### src/rtl/shift_ram.sv
// Word-addressable memory with single-cycle writes, registered reads and
// an in-place multi-cycle shift engine (load, shift one bit per edge, write back).
//
// state | meaning
// IDLE  | accepting commands
// LOAD  | fetch target word into the work register
// SHIFT | one bit per edge, count runs down to zero
// WB    | write the shifted word back, pulse done
module shift_ram #(
  parameter int ADDRS      = 4,
  parameter int BLOCK_SIZE = 8,
  parameter int CNT_W      = $clog2(BLOCK_SIZE + 1)
) (
  input  logic                  clk,
  input  logic                  rst,
  input  logic                  cs,
  input  logic                  we,
  input  logic                  re,
  input  logic                  se,
  input  logic                  sd,
  input  logic                  si,
  input  logic [CNT_W-1:0]      sh_cnt,
  input  logic [ADDRS-1:0]      addr,
  input  logic [BLOCK_SIZE-1:0] din,
  output logic [BLOCK_SIZE-1:0] dout,
  output logic                  dout_valid,
  output logic                  ls,
  output logic                  busy,
  output logic                  done
);

  localparam int DEPTH = 2 ** ADDRS;

  typedef enum logic [1:0] {
    IDLE  = 2'd0,
    LOAD  = 2'd1,
    SHIFT = 2'd2,
    WB    = 2'd3
  } state_t;

  logic [BLOCK_SIZE-1:0] mem [DEPTH];

  state_t                state;
  logic [ADDRS-1:0]      addr_q;
  logic                  sd_q;
  logic [CNT_W-1:0]      cnt_q;
  logic [BLOCK_SIZE-1:0] work;

  logic                  accept;
  logic                  cmd_we;
  logic                  cmd_se;
  logic                  cmd_re;
  logic [CNT_W-1:0]      sat_cnt;

  // Priority we > se > re; only one command per accept edge.
  assign accept  = cs && (state == IDLE);
  assign cmd_we  = accept && we;
  assign cmd_se  = accept && !we && se;
  assign cmd_re  = accept && !we && !se && re;
  assign sat_cnt = (sh_cnt > CNT_W'(BLOCK_SIZE)) ? CNT_W'(BLOCK_SIZE) : sh_cnt;

  // Storage is never reset; reset only blocks writes so an abandoned shift leaves the word intact.
  always_ff @(posedge clk) begin
    if (!rst) begin
      if (cmd_we) begin
        mem[addr] <= din;
      end else if (state == WB) begin
        mem[addr_q] <= work;
      end
    end
  end

  always_ff @(posedge clk) begin
    if (rst) begin
      state      <= IDLE;
      addr_q     <= '0;
      sd_q       <= 1'b0;
      cnt_q      <= '0;
      work       <= '0;
      dout       <= '0;
      dout_valid <= 1'b0;
      ls         <= 1'b0;
      busy       <= 1'b0;
      done       <= 1'b0;
    end else begin
      dout_valid <= cmd_re;
      done       <= 1'b0;
      if (cmd_re) begin
        dout <= mem[addr];
      end

      case (state)
        IDLE: begin
          if (cmd_se) begin
            addr_q <= addr;
            sd_q   <= sd;
            cnt_q  <= sat_cnt;
            busy   <= 1'b1;
            state  <= LOAD;
          end
        end

        LOAD: begin
          work  <= mem[addr_q];
          state <= (cnt_q != '0) ? SHIFT : WB;
        end

        SHIFT: begin
          if (sd_q) begin
            work <= {si, work[BLOCK_SIZE-1:1]};
            ls   <= work[0];
          end else begin
            work <= {work[BLOCK_SIZE-2:0], si};
            ls   <= work[BLOCK_SIZE-1];
          end
          cnt_q <= cnt_q - CNT_W'(1);
          if (cnt_q == CNT_W'(1)) begin
            state <= WB;
          end
        end

        WB: begin
          busy  <= 1'b0;
          done  <= 1'b1;
          state <= IDLE;
        end

        default: begin
          busy  <= 1'b0;
          state <= IDLE;
        end
      endcase
    end
  end

endmodule

### config.mk
export PLATFORM = sky130hd
export DESIGN_NAME = shift_ram
export DESIGN_NICKNAME = d
export VERILOG_FILES = /design/src/rtl/shift_ram.sv
export SDC_FILE = /design/constraint.sdc
export NUM_CORES = 1
export LEC_CHECK = 0
export ABC_AREA = 0
export CAP_MARGIN = 20
export CORE_UTILIZATION = 45
export CTS_BUF_LIST = sky130_fd_sc_hd__clkbuf_8 sky130_fd_sc_hd__clkbuf_16
export DETAILED_ROUTE_END_ITERATION = 6
export PLACE_DENSITY = 0.63
export SKIP_CTS_REPAIR_TIMING = 1
export SLEW_MARGIN = 20
export SYNTH_ARGS = -nofsm -noshare
export SYNTH_HDL_FRONTEND = slang
export SYNTH_SLANG_ARGS = --single-unit
### constraint.sdc
create_clock -name clk -period 7.2 [get_ports clk]
set_clock_uncertainty 0.2 [all_clocks]
set_input_delay 1.08 -clock clk [delete_from_list [all_inputs] [get_ports clk]]
set_output_delay 1.08 -clock clk [all_outputs]
set_load 0.05 [all_outputs]
---- Word level (Yosys, flattened, before mapping) ----
Memory sizes are Yosys's and may differ from the RTL's. A register that Yosys moved wholly into a read port is not among the register bits.
Cells that the tools add are included.
operators by class
  muxes and demuxes ....................... 24
  reductions and logical operators ........ 18
  equal/unequal tests ..................... 6
  $add $sub $neg .......................... 1
  magnitude comparators ................... 1
operators by type and width
  kind                                                 number
  two-way mux 4 bit                                    5
  two-way mux 8 bit                                    2
  one-hot mux 8 bit (2 select lines)                   1
  two-way mux 1 bit                                    11
  one-hot mux 2 bit (4 select lines)                   1
  one-hot mux 4 bit (2 select lines)                   1
  AND reduction 2 bit                                  4
  OR reduction 8 bit                                   1
  logical AND 1 bit                                    6
  nonzero test 2 bit                                   3
  equality test 2 bit, second input constant           2
  equality test 4 x 1 -> 1 bit, second input constant  1
  > comparator 4 bit, second input constant            1
  two-way mux 2 bit                                    2
  != test 2 bit, second input constant                 2
  nonzero test 4 bit                                   1
  subtractor 4 x 1 -> 4 bit, second input constant     1
  equality test 2 x 1 -> 1 bit, second input constant  1
  logical NOT 1 bit                                    2
  logical NOT 2 bit                                    1
  one-hot mux 1 bit (2 select lines)                   1
word-level totals
  output and inout bits ................... 12
  memories ................................ 1
  bits in writable memories ............... 128
  flip-flop bits (word level) ............. 23
  word-level logic and storage cells ...... 60
  input bits .............................. 24
memory list
  memory  words  width  read ports  clocked after memory_dff  wr ports  line  source
  mem     16     8      2           2                         1         41    logic [BLOCK_SIZE-1:0] mem [DEPTH];

---- Longest topological paths before layout ----
Gate-level depths: netlist of run 1.
  depth in word-level cells ............... 8
  gate-level depth with buffers ........... 8
  gate-level depth less buffers ........... 6

---- Worst setup path before layout of run 1 ----
OpenSTA, ideal clock, no wires.
  path kind ............................... input to register
  from .................................... in addr[1]
  to ...................................... mem mem[11][0] (enable)
  slack ................................... 4.253 ns
  cell stages on the path ................. 7
  setup time .............................. 0.370 ns
  data required time ...................... 6.630 ns
  buffers on the path ..................... 3
  arrival ................................. 2.377 ns
  cell sequence ........................... buf_6 buf_2 buf_2 inv_2 nor3_1 a31oi_1 nor2_1
on the way
  cells in the longest elaborated chain, start to end .. 1
RTL lines
  item                         line  source
  start, declared              23    input logic [ADDRS-1:0] addr,
  two-way mux 4 bit (no line)  n/a
  end, declared                41
Every way passes these cells.

---- Final worst setup path of run 1 ----
  from .................................... in rst
  to ...................................... mem mem[3][0] (enable)
on the way
  cells in the longest elaborated chain, start to end .. 4
  elaborated cells on any way between the ends .. 7
  classes of those cells .................. mux (6); reduce/logical (1)
RTL lines
  item                                                                     line  source
  start, declared                                                          15    input logic rst,
  two-way mux 1 bit                                                        64    if (!rst) begin
  two-way mux 1 bit (not written as such)                                  68    mem[addr_q] <= work;
  OR reduction 8 bit (no line)                                             n/a
  two-way mux 4 bit (no line) / two-way mux 1 bit (equally long branches)  n/a
Several ways; a longest one is shown, not always the timed one.

==> results of run 1 <==
## Yosys cell counts, drive strengths merged (2+ instances only)
| library cell | n |
|---|---|
| ha | 9 |
| o221a | 2 |
| nor2 | 35 |
| buf | 21 |
| a21oi | 12 |
| clkbuf | 15 |
| nor2b | 4 |
| nor3 | 7 |
| edfxtp | 128 |
| a221o | 4 |
| clkinv | 5 |
| inv | 20 |
| a31oi | 6 |
| a2111oi | 7 |
| dfxtp | 35 |
| mux2i | 40 |
| mux2 | 5 |
| o21ai | 16 |
| or3 | 4 |
| nand3b | 2 |
| a22oi | 11 |
| a22o | 12 |
| o211ai | 11 |
| or2 | 3 |
| o21bai | 4 |
| o21a | 3 |
| o2111ai | 2 |
| nand2 | 42 |
| nor3b | 5 |
| nand2b | 9 |
| o22ai | 5 |
| and3 | 2 |
| mux4 | 50 |
| nor4 | 2 |
| nand3 | 6 |
## final cells by class
cell class                      instances  area, sq um
Clock buffer                           17          425
Clock inverter                         15          134
Fill cell                            1421         7930
Inverter                               25         93.8
Multi-Input combinational cell        332         3040
Sequential cell                       163         4550
Tap cell                              220          275
Timing Repair Buffer                   39          375
## critical path: stages
cell and delay, ps:
clkdlybuf4s50_1 390, buf_4 230, nor2b_1 730, a31oi_1 490, nor2_1 710
## sequential cells by signal, summed over array words and instances, names as in the netlist, named ones only
| register | count |
|---|---|
| mem | 128 |
| dout | 8 |
| work | 8 |
| addr_q | 4 |
| cnt_q | 4 |
| state | 2 |
| busy | 1 |
| done | 1 |
| dout_valid | 1 |
| ls | 1 |
| sd_q | 1 |
## how the worst min path moves through the flow
stage / to / slack, ps / cells after the start
global placement: ls / 300 / 2
global route: ls / 330 / 2
CTS: ls / 310 / 2
detailed placement: ls / 300 / 2
finish: ls / 300 / 2
floorplan: flop / 280 / 2
## kinds of logic (layout without fill, tap and decap cells)
logic type                 count (synthesis)  in the layout
AOI/OAI and AO/OA                        100            100
and+or+nand+nor                          127            127
muxes                                     95             95
DFF                                      163            163
xor gates and xnor gates                   1              1
buffers and inverters                     61             96
adders and majority gates                  9              9
## through the flow
step,area [sq um],hold WS [ps],power [W],utilization,cells
final,8880,305,0.00238,0.528,811
after global routing,8880,331,0.00245,0.528,811
after CTS,8880,306,0.00238,0.528,811
after detailed placement,8330,297,0.00152,0.495,779
after global placement,8330,300,0.00151,0.495,779
after floorplan,7860,281,0.00139,-,556
## layer usage
layer  GRT usage  part of all wire  vias to the layer above
met5           0                 0                        -
met4       0.134             0.044                        0
met3      0.0601             0.093                       60
met2       0.434              0.47                      329
met1       0.366              0.39                     2680
li1            -                 -                     2233
## report_power, final
part / total, W / switching, W / leakage, nW / internal (W)
clock network: 0.000875 / 0.000397 / 0.266 / 0.000478
registers: 0.00111 / 0.0000472 / 1.44 / 0.00106
logic: 0.000394 / 0.000240 / 1.14 / 0.000154
total: 0.00238 / 0.000685 / 2.85 / 0.00169
==> metrics.md, run 1 <==
| Metric | Value |
|---|---|
| Min-delay src | ls |
| GRT Util Overall | 0.276 |
| Synth Cell Area | 7860 sq um |
| Clock root cell | clkbuf_16 |
| Syn Nets | 589 |
| Hold Vio Cnt, Final | 0 |
| Final worst path period need | 3760 ps |
| Longest Clk Path Bufs | 2 |
| Commonest non-fill, non-tap cell in the layout | edfxtp_1 |
| Setup TNS | 0 ps |
| Xor/xnor share of the synthesized area | 0.00111 |
| Area fraction of the dominant cell type after synthesis | 0.489 |
| Number of port buffers | 35 |
| DR pass1 iterations | 6 |
| IO Count | 36 |
| Detailed-route DRC error count | 0 |
| ANT cells | 0 |
| Layout net count | approximately 610 |
| Simple-gate share of the synthesized area | 0.0783 |
| Worst setup path startpoint | rst |
| VDD IR max | around 0.18 mV |
| Detail Placement HPWL | ~17000 um |
| Leak pwr | 2.85 nW |
| Final setup margin | approximately 3400 ps |
| Mux cell area share after synthesis | 0.201 |
| Syn-to-layout area delta | 13.0% |
| Worst endpoint required time | slightly above 7000 ps |
| CORE AREA | roughly 17000 sq um |
| MaxCap Viol Count | 0 |
| Reg clk slew, reported paths | approximately 60 ps |
| Pwr Density | 268 nW/um^2 |
| Top_reg_cell synth | edfxtp_1 |
| Chip Height | 134 um |
| Worst EP arrival | around 3600 ps |
| Wire length of the first global-routing pass | 34700 um |
| Die ar. | about 18000 sq um |
| Initial detailed-routing violation count | about 740 |
| RD Place Congestion | roughly 0.94 |
| #FFs+latches synth | 163 |
| Via count | about 5300 |
| Synth area leaders | edfxtp_1 (49%), mux4_2 (14%), dfxtp_1 (8.9%), mux2i_1 (5.1%), nand2_1 (2.0%) |
| Worst-Skew Late Latency | between 400 and 500 ps |
| Setup crit end kind | flop |
| Async SR Flop Fraction | 0 |
| Status | finished, final reports clean |
| Final Max Slew Viols | 0 |
| Largest net degree at the start of global routing | 47 |
| Synth warn | 0 |
| Pre-CTS worst setup slack | between 3000 and 4000 ps |
| Die Wd | 134 um |
| CTS tree | yes |
| Worst Hold Class | flop to flop |
| Share of cells above drive strength 1 | 0.154 |
| Adder-Cell Fraction of Synth Area | 0.0143 |
| Yosys cell types | 55 |
| Initial core utilization | 0.468 |
| Final ANT Viol Nets | 0 |
| CP Launch Type | input port |
| Mapped Avg Cell Area | about 14 sq um |
| Fmax achieved | 266 MHz |
| Compound-Gate Fraction of Synth Area | 0.0910 |
| Reg2reg setup slack | approximately 4100 ps |
| Final setup vio count | 0 |
| Most frequent cells in the layout | edfxtp_1 (128), mux4_2 (50), nand2_1 (42) |
| Max_slew headroom | 0.242 |
| Total grt overflow | 0 |
| DR WL/cell | between 20 and 30 um |
| Antenna violations before repair | 0 |
| Crit path to | mem[3][0] |
| Worst-Margin Slew | between 1000 and 1500 ps |
| RSZ-0062 raised after global routing | no |
| Reg2reg end | mem[3][0] |
| RR Startpoint | state[1] |
| Via count of the first global-routing pass | roughly 5300 |
| Largest family of logic cells by synthesized area | multiplexers |
| CTS Sinks | between 150 and 200 |
| CTS Buf Count | 17 |
| Cell depth of the worst flop-to-flop path | 4 |
| Seq/Total Area, Yosys | 0.578 |
| Area leader, netlist | edfxtp_1 |
| FP Rows | 47 |
| Critical path class | input port to flop |
| DRT Wirelength | between 20000 and 25000 um |
| Worst Path Max Fanout | 26 |
| Mapped Cells | ~560 |
| Tcrit/Tclk final | 0.522 |
| CTS H-Tree Depth | 4 |
| Post-DR vias/cell | 6.54 |
| Post-synth EDFFs | around 130 |
Power figures use the tool's default switching activity.
==> run 2: changes to the inputs <==
==> constraint.sdc (replaced) <==
create_clock -name clk -period 3.8 [get_ports clk]
set_clock_uncertainty 0.2 [all_clocks]
set_input_delay 0.57 -clock clk [delete_from_list [all_inputs] [get_ports clk]]
set_output_delay 0.57 -clock clk [all_outputs]
set_load 0.05 [all_outputs]
==> run 2 against run 1 <==
Compared with the run above:
- via count rose by 1.7%
- sequential power rose by 90%
- largest cell class unchanged
- worst hold slack gained 4.1 ps
- cell count is 2.2% higher
- critical path type is now flop to flop
==> metrics.md, run 2 (synthesis gave the netlist of run 1 again) <==
| Metric | Value |
|---|---|
| Multi-input gate area | 3040 sq um (unchanged) |
| Final setup vio count | 0 (unchanged) |
| Reg with most FFs | mem |
| IO Count | 36 (unchanged) |
| Met3 Use GR | 0.0525 (-0.00756) |
| Detail Placement HPWL | 16200 um (-2.9%) |
| CORE AREA | 16800 sq um (unchanged) |
| Total grt overflow | 0 (unchanged) |
| Max_slew headroom | 0.370 (+0.127) |
| Detailed-route DRC error count | 0 (unchanged) |
| Layout net count | 629 (+2.9%) |
| Chip Height | 134 um (unchanged) |
| Critical path class | flop to flop |
| Antenna violations before repair | 0 (unchanged) |
| DRT Wirelength | 22200 um (-4.7%) |
| Tcrit/Tclk final | 0.753 |
| Hold Vio Cnt, Final | 0 (unchanged) |
| Longest Clk Path Bufs | 2 (unchanged) |
| DR pass1 iterations | 5 (-1) |
| RD Place Congestion | 0.940 (-0.28%) |
| CP Launch Type | flop |
| Worst Path Max Fanout | 10 (-62%) |
| Worst EP arrival | 2720 ps (-920 ps) |
| Commonest non-fill, non-tap cell in the layout | edfxtp_1 |
| Die Wd | 134 um (unchanged) |
| Clock root cell | clkbuf_16 |
| Met2 Resource Use GR | 0.404 (-0.0296) |
| ANT cells | 0 (unchanged) |
| Largest net degree at the start of global routing | 26 (-45%) |
| Worst-Margin Slew | 942 ps (-186 ps) |
| Worst endpoint required time | 3650 ps (-3430 ps) |
| Global route hottest layer | met2 |
| CTS Sinks | 163 (unchanged) |
| Worst-Skew Late Latency | 430 ps (-20 ps) |
| Final ANT Viol Nets | 0 (unchanged) |
| Share of cells above drive strength 1 | 0.181 (+0.0266) |
| Reg clk slew, reported paths | 60 ps (about the same) |
| Post-DR vias/cell | 6.50 (-0.55%) |
| Reg area | 4550 sq um (unchanged) |
| Final worst path period need | between 2000 and 3000 ps |
| Setup crit end kind | flop |
| GRT Util Overall | 0.261 (-0.0156) |
| CTS tree | yes |
| Via count of the first global-routing pass | 5292 (+0.68%) |
| Dpl cells | 797 (+2.3%) |
| Fillers | 1428 (+0.49%) |
| Met1 usage | 0.356 (-0.00939) |
| MaxCap Viol Count | 0 (unchanged) |
| Post-Layout Cell Count | 829 (+2.2%) |
| Most frequent cells in the layout | edfxtp_1 (128), mux4_2 (50), nand2_1 (42) |
| Die ar. | 18000 sq um (unchanged) |
| CTS Buf Count | 17 (unchanged) |
| Leak pwr | 2.96 nW (+3.8%) |
| Worst Hold Class | flop to flop |
| Syn-to-layout area delta | 14.8% |
| Fmax achieved | between 300 and 400 MHz |
| VDD IR max | 0.310 mV (+74%) |
| Initial detailed-routing violation count | 609 (-18%) |
| FP Rows | 47 (unchanged) |
| Wire length of the first global-routing pass | 33400 um (-3.9%) |
| Status | finished, final reports clean |
| Setup TNS | 0 ps (unchanged) |
| Via count | 5390 (+1.7%) |
| Number of port buffers | 35 (unchanged) |
| DR WL/cell | 26.7 um (-6.7%) |
| Top flop regs | mem (128), dout (8), work (8) |
| Initial core utilization | 0.468 (unchanged) |
| RSZ-0062 raised after global routing | no |
| Final Max Slew Viols | 0 (unchanged) |
| Largest register FFs | 128 (unchanged) |
| CTS H-Tree Depth | 4 (unchanged) |
| Pwr Density | 501 nW/um^2 (+87%) |
-- run 2: worst max-delay path: stages (launching register included) --
cell	delay [ps]
dfxtp_1	420
ha_1	290
nand2b_1	250
buf_4	260
nor3b_1	220
o21ai_1	200
nor2_1	650
-- run 2: power by group --
part / switching, W / leakage [nW] / internal (W)
Sequential: 0.0000983 / 1.44 / 0.00201
Combinational: 0.000448 / 1.24 / 0.000301
Clock: 0.000736 / 0.283 / 0.000930
Total: 0.00128 / 2.96 / 0.00324
-- run 2: metrics by stage --
stage / worst slack, ps / utilization / hold WS [ps] / total power (W) / instance area [sq um]
6_report: 938 / 0.537 / 309 / 0.00452 / 9030
3_5_place_dp: 596 / 0.503 / 309 / 0.00288 / 8460
3_3_place_gp: 731 / 0.503 / 302 / 0.00287 / 8460
2_1_floorplan: 1360 / - / 281 / 0.00264 / 7860
4_1_cts: 985 / 0.537 / 317 / 0.00453 / 9030
5_1_grt: 725 / 0.537 / 361 / 0.00468 / 9030
-- run 2: layout make-up --
type,instances,share of cell area
Multi-Input combinational cell,332,0.336
Timing Repair Buffer,57,0.0565
Tap cell,220,0.0305
Sequential cell,163,0.503
Clock buffer,18,0.0486
Inverter,25,0.0104
Clock inverter,14,0.0144
-- run 2: final timing paths --
kind | startpoint | slack [ps] | endpoint | depth (start not counted)
setup reg to reg | state[1] | 940 | mem[10][4] | 6
setup / recovery | state[1] | 940 | mem[10][4] | 6
hold reg to reg | ls | 310 | ls | 2
hold / removal | ls | 310 | ls | 2
-- run 2: routing by layer --
| layer | vias to the layer above | routed length (um) | part of all wire |
|---|---|---|---|
| met5 | - | 0 | 0 |
| met4 | 0 | 777 | 0.035 |
| li1 | 2271 | - | - |
| met2 | 330 | 10300 | 0.46 |
| met1 | 2738 | 9410 | 0.42 |
| met3 | 51 | 1700 | 0.077 |
==> run 3: changes to the inputs <==
--- a/config.mk
+++ b/config.mk
@@ -10,7 +10,7 @@
 export CORE_UTILIZATION = 45
 export CTS_BUF_LIST = sky130_fd_sc_hd__clkbuf_8 sky130_fd_sc_hd__clkbuf_16
 export DETAILED_ROUTE_END_ITERATION = 6
-export PLACE_DENSITY = 0.63
+export PLACE_DENSITY = 0.66
 export SKIP_CTS_REPAIR_TIMING = 1
 export SLEW_MARGIN = 20
 export SYNTH_ARGS = -nofsm -noshare
==> constraint.sdc (replaced) <==
create_clock -name clk -period 2.5 [get_ports clk]
set_clock_uncertainty 0.2 [all_clocks]
set_input_delay 0.375 -clock clk [delete_from_list [all_inputs] [get_ports clk]]
set_output_delay 0.375 -clock clk [all_outputs]
set_load 0.05 [all_outputs]
==> run 3 against run 2 <==
Compared with the run above:
- die area is the same
- final area increased by 4.3%
- register-to-register slack got worse by 800 ps
- via count grew 1.0%
- cell count is 5.7% higher
- wire length shrank 3.5%
- highest routed layer unchanged
- critical path depth is the same
- critical endpoint is now mem[12][4]
- non-clock buffer count increased by 47
- combinational power rose by 66%
- power grew 51%
- worst hold slack lost 80 ps
==> metrics.md, run 3 (synthesis gave the netlist of run 1 again) <==
| Metric | Value |
|---|---|
| Number of port buffers | 35 (unchanged) |
| Clock Power Share | 0.353 (-0.015) |
| Clock root cell | clkbuf_16 |
| Initial detailed-routing violation count | 649 (+6.6%) |
| ANT cells | 0 (unchanged) |
| Worst Hold Class | input port to flop |
| Max_slew headroom | 0.537 (+0.167) |
| Most frequent cells in the layout | edfxtp_1 (128), buf_4 (66), mux4_2 (50) |
| Worst Path Max Fanout | 8 (-2) |
| CTS H-Tree Depth | 4 (unchanged) |
| Top flop regs | mem (128), dout (8), work (8) |
| Pwr Density | 726 nW/um^2 (+45%) |
| RD Place Congestion | 0.940 (about the same) |
| CP Launch Type | flop |
| Largest register FFs | 128 (unchanged) |
| DRT Wirelength | 21400 um (-3.5%) |
| Detail Placement HPWL | 15600 um (-3.8%) |
| Worst EP arrival | 2230 ps (-490 ps) |
| Worst-Skew Late Latency | 440 ps (about the same) |
| Tcrit/Tclk final | 0.943 (+0.190) |
| CP max-delay cell | nor2_2 |
| Hold depth | 3 (+1) |
| Initial core utilization | 0.468 (unchanged) |
| CP top delay family | simple AND/OR/NAND/NOR gates |
| Layout net count | 676 (+7.5%) |
| Setup TNS | 0 ps (unchanged) |
| Total grt overflow | 0 (unchanged) |
| Switching portion of total power | 0.287 (+0.00329) |
| Setup crit end kind | flop |
| Final setup vio count | 0 (unchanged) |
| CTS Sinks | 163 (unchanged) |
| Largest net degree at the start of global routing | 37 (+42%) |
| GRT Util Overall | 0.254 (-0.00676) |
| Sequential power share | 0.465 (about the same) |
| MaxCap Viol Count | 0 (unchanged) |
| Slowest stage delay, CP | 510 ps (-140 ps) |
| Cell depth of the worst flop-to-flop path | 6 (unchanged) |
| CTS tree | yes |
| Fmax achieved | 424 MHz (+21%) |
| CORE AREA | 16800 sq um (unchanged) |
| Worst endpoint required time | 2370 ps (-1280 ps) |
| Leak pwr | 3.18 nW (+7.7%) |
| Antenna violations before repair | 0 (unchanged) |
| Final worst path period need | 2360 ps (-504 ps) |
| Share of cells above drive strength 1 | 0.255 (+0.0739) |
| Chip Height | 134 um (unchanged) |
| Wire length of the first global-routing pass | 32900 um (-1.3%) |
| Commonest non-fill, non-tap cell in the layout | edfxtp_1 |
| Hold Vio Cnt, Final | 0 (unchanged) |
| Crit path depth | 6 (unchanged) |
| Detailed-route DRC error count | 0 (unchanged) |
| Internal portion of total power | 0.00488 W (+51%) |
| Reg clk slew, reported paths | 60 ps (about the same) |
| CTS Buf Count | 17 (unchanged) |
| RSZ-0062 raised after global routing | no |
| Combinational power share | 0.181 (+0.015) |
| Longest Clk Path Bufs | 2 (unchanged) |
| Reg with most FFs | mem |
| Status | finished, final reports clean |
| DR WL/cell | 24.4 um (-8.7%) |
| FP Rows | 47 (unchanged) |
| Fin util | 0.560 (+0.0233) |
| Via count of the first global-routing pass | 5392 (+1.9%) |
| Post-DR vias/cell | 6.22 (-4.4%) |
| VDD IR max | 0.510 mV (+64%) |
| Syn-to-layout area delta | 19.8% |
| Final ANT Viol Nets | 0 (unchanged) |
| Die ar. | 18000 sq um (unchanged) |
| IO Count | 36 (unchanged) |
| Die Wd | 134 um (unchanged) |
| Worst path bufs/invs | 1 (unchanged) |
| Worst-Margin Slew | 692 ps (-250 ps) |
| Ordered cell list for the critical path | ha_2, nor2b_1, buf_4, and3_1, o21ai_1, nor2_2 |
| Critical path class | flop to flop |
| DR pass1 iterations | 5 (unchanged) |
| Via count | 5446 (+1.0%) |
| Switching pwr | 0.00196 W (+53%) |
| Final Max Slew Viols | 0 (unchanged) |
run 3: changes by cell type in the layout (fill, tap and decap cells not counted), moves of 2 or more:
cell,change
inv_8,+3
buf_4,+44
clkinv_2,+2
inv_1,-2
nor2_1,-6
buf_12,+3
nor2_2,+6
inv_6,-2
run 3: per-stage QoR:
step	hold WS (ps)	power (W)	std cells	worst slack (ps)	cell area, sq um
floorplan	281	0.00401	556	220	7860
global placement	297	0.00441	844	-297	8850
detailed placement	317	0.00445	844	-331	8850
CTS	219	0.00684	876	-155	9400
global route	232	0.00710	876	10.8	9420
finish	228	0.00684	876	142	9420
run 3: per-layer routing:
metal / GRT usage / part of all wire / vias up
li1: - / - / 2359
met1: 0.350 / 0.41 / 2712
met2: 0.393 / 0.48 / 335
met3: 0.0578 / 0.085 / 40
met4: 0.0961 / 0.025 / 0
met5: 0 / 0 / -
run 3: power groups by stage:
| stage | combinational [W] | sequential (W) | clock (W) |
|---|---|---|---|
| 2_1_floorplan | 0.000789 | 0.00322 | 0 |
| 3_3_place_gp | 0.00119 | 0.00323 | 0 |
| 5_1_grt | 0.00135 | 0.00319 | 0.00255 |
| 4_1_cts | 0.00122 | 0.00318 | 0.00244 |
| 6_report | 0.00124 | 0.00318 | 0.00242 |
| 3_5_place_dp | 0.00121 | 0.00323 | 0 |
run 3: cell type report:
type                    instances  area [sq um]
clock buffers                  17           425
clock inverters                15           123
fillers                      1364          7400
inverters                      25          93.8
multi-input cells             332          3060
flip-flops and latches        163          4550
well taps                     220           275
repair buffers                104           901
run 3: worst min-delay path, delay by kind of cell:
kind,cells,cell delay [ps]
AND/OR/NAND/NOR,1,120
buffers and inverters,1,230
AO/OA/AOI/OAI,1,70
run 3: final timing paths:
kind / to / startpoint / slack, ps
hold reg to reg: dout[2] / dout[2] / 310
hold / removal: addr_q[1] / addr[1] / 230
setup reg to reg: mem[12][4] / state[0] / 140
setup / recovery: mem[12][4] / state[0] / 140
==> patch, RTL diff (flow settings as in run 2) <==
Register the input `din` before use. The logic sees it one clock later. The other inputs are not delayed to match.
--- a/src/rtl/shift_ram.sv
+++ b/src/rtl/shift_ram.sv
@@ -38,6 +38,12 @@
     WB    = 2'd3
   } state_t;
 
+  logic [BLOCK_SIZE-1:0] din_q;
+
+  always_ff @(posedge clk) begin
+    din_q <= din;
+  end
+
   logic [BLOCK_SIZE-1:0] mem [DEPTH];
 
   state_t                state;
@@ -63,7 +69,7 @@
   always_ff @(posedge clk) begin
     if (!rst) begin
       if (cmd_we) begin
-        mem[addr] <= din;
+        mem[addr] <= din_q;
       end else if (state == WB) begin
         mem[addr_q] <= work;
       end
Behaviour: not the same (a bounded check fails within 4 cycles, from zero or initial values and one cycle with rst high).
==> patch against run 2 <==
Combinational power increased by 8.8%. Area after synthesis increased by 4.1%. Worst setup slack got worse by 170 ps. Routed wire length increased by 2.5%. Die area increased by 4.1%. Sequential cell count increased by 8. Synthesized cell count increased by 11%. Power increased by 3.9%. Largest cell class unchanged. Cell area increased by 1.7%. Utilization decreased by 1.3 points.
==> patch: results (changes against run 2) <==
stage	metric	value	unit	change
finish	Fillers	1468		+2.8%
timing	Max-slew headroom	0.3204		-0.04912
yosys	largest cells by area after synthesis	edfxtp_1, mux2i_1, dfxtp_1		
yosys	synthesized instance count	616		+11%
global_route	global-route usage over all layers	0.2600		-0.0006699
place	number of instances in the placed design	844		+5.9%
yosys	Post-Syn Nets	649		+10%
power_and_ir_drop	P_seq	2.20	mW	+4%
yosys	Synth Area in Adders	0.01375		-0.0005668
cts	CTS Sinks	171		+4.9%
yosys	synth cell count leaders	edfxtp_1, mux2i_1, nand2_1		
drt	met3 WL	2251	um	+32%
yosys	library cells used by synthesis	50		-9.1%
outcome	status	complete, no violations		
yosys	Compound-Gate Fraction of Synth Area	0.09123		+0.0002183
worst_setup_path	data arrival time of the critical path	2910	ps	+190 ps
global_route	met2 usage	0.3725		-0.03190
global_route	pin count of the biggest net entering global routing	39		+50%
drt	WL met1	9697	um	+3.0%
finish	number of signal-net buffers in the layout	45		-21%
global_route	number of global-route vias before repair	5313		+0.40%
place	GP Congestion	1.008		+7.2%
drt	Met2 Wirelength	9875	um	-3.9%
global_route	first-pass GRT wire length	33770	um	+1.2%
power_and_ir_drop	Worst IR Drop VDD	308.7	uV	-0.50%
global_route	antenna violations before repair	1		+1
place	pre-CTS setup slack	508.0	ps	-87.65 ps
finish	fin cells	877		+5.8%
finish	inverters	6		-76%
yosys	xor/xnor share of the synthesized area	0.001070		-0.00004408
finish	fraction of area in multi-input gates	0.3457		+0.009579
yosys	mux share of post-synthesis cell area	0.1812		-0.02004
power_and_ir_drop	P_sw	1.427	mW	+11%
finish	number of diodes	1		+1
## patch: changes by cell type in the layout (fill, tap and decap cells not counted), sizes merged, moves of 14 or more
cell    change
nand2b     +16
inv        -14
mux2i      +49
a22oi      +20
mux4       -24
## patch: worst register-to-register path: cells and delay by family, from the launching register on
| kind | cells | cell delay (ps) |
|---|---|---|
| AO/OA/AOI/OAI | 2 | 540 |
| adder cells (fa/ha/maj) | 1 | 500 |
| buffers and inverters | 1 | 160 |
| flip-flops | 1 | 350 |
| AND/OR/NAND/NOR | 2 | 910 |
## patch: final timing paths
| kind | from | endpoint | depth (start not counted) |
|---|---|---|---|
| setup / recovery | state[0]$_SDFFE_PP0P_ | mem[9][3]$_DFFE_PP_ | 6 |
| hold reg to reg | busy$_SDFFE_PP0P_ | busy$_SDFFE_PP0P_ | 2 |
| hold / removal | busy$_SDFFE_PP0P_ | busy$_SDFFE_PP0P_ | 2 |
| setup reg to reg | state[0]$_SDFFE_PP0P_ | mem[9][3]$_DFFE_PP_ | 6 |
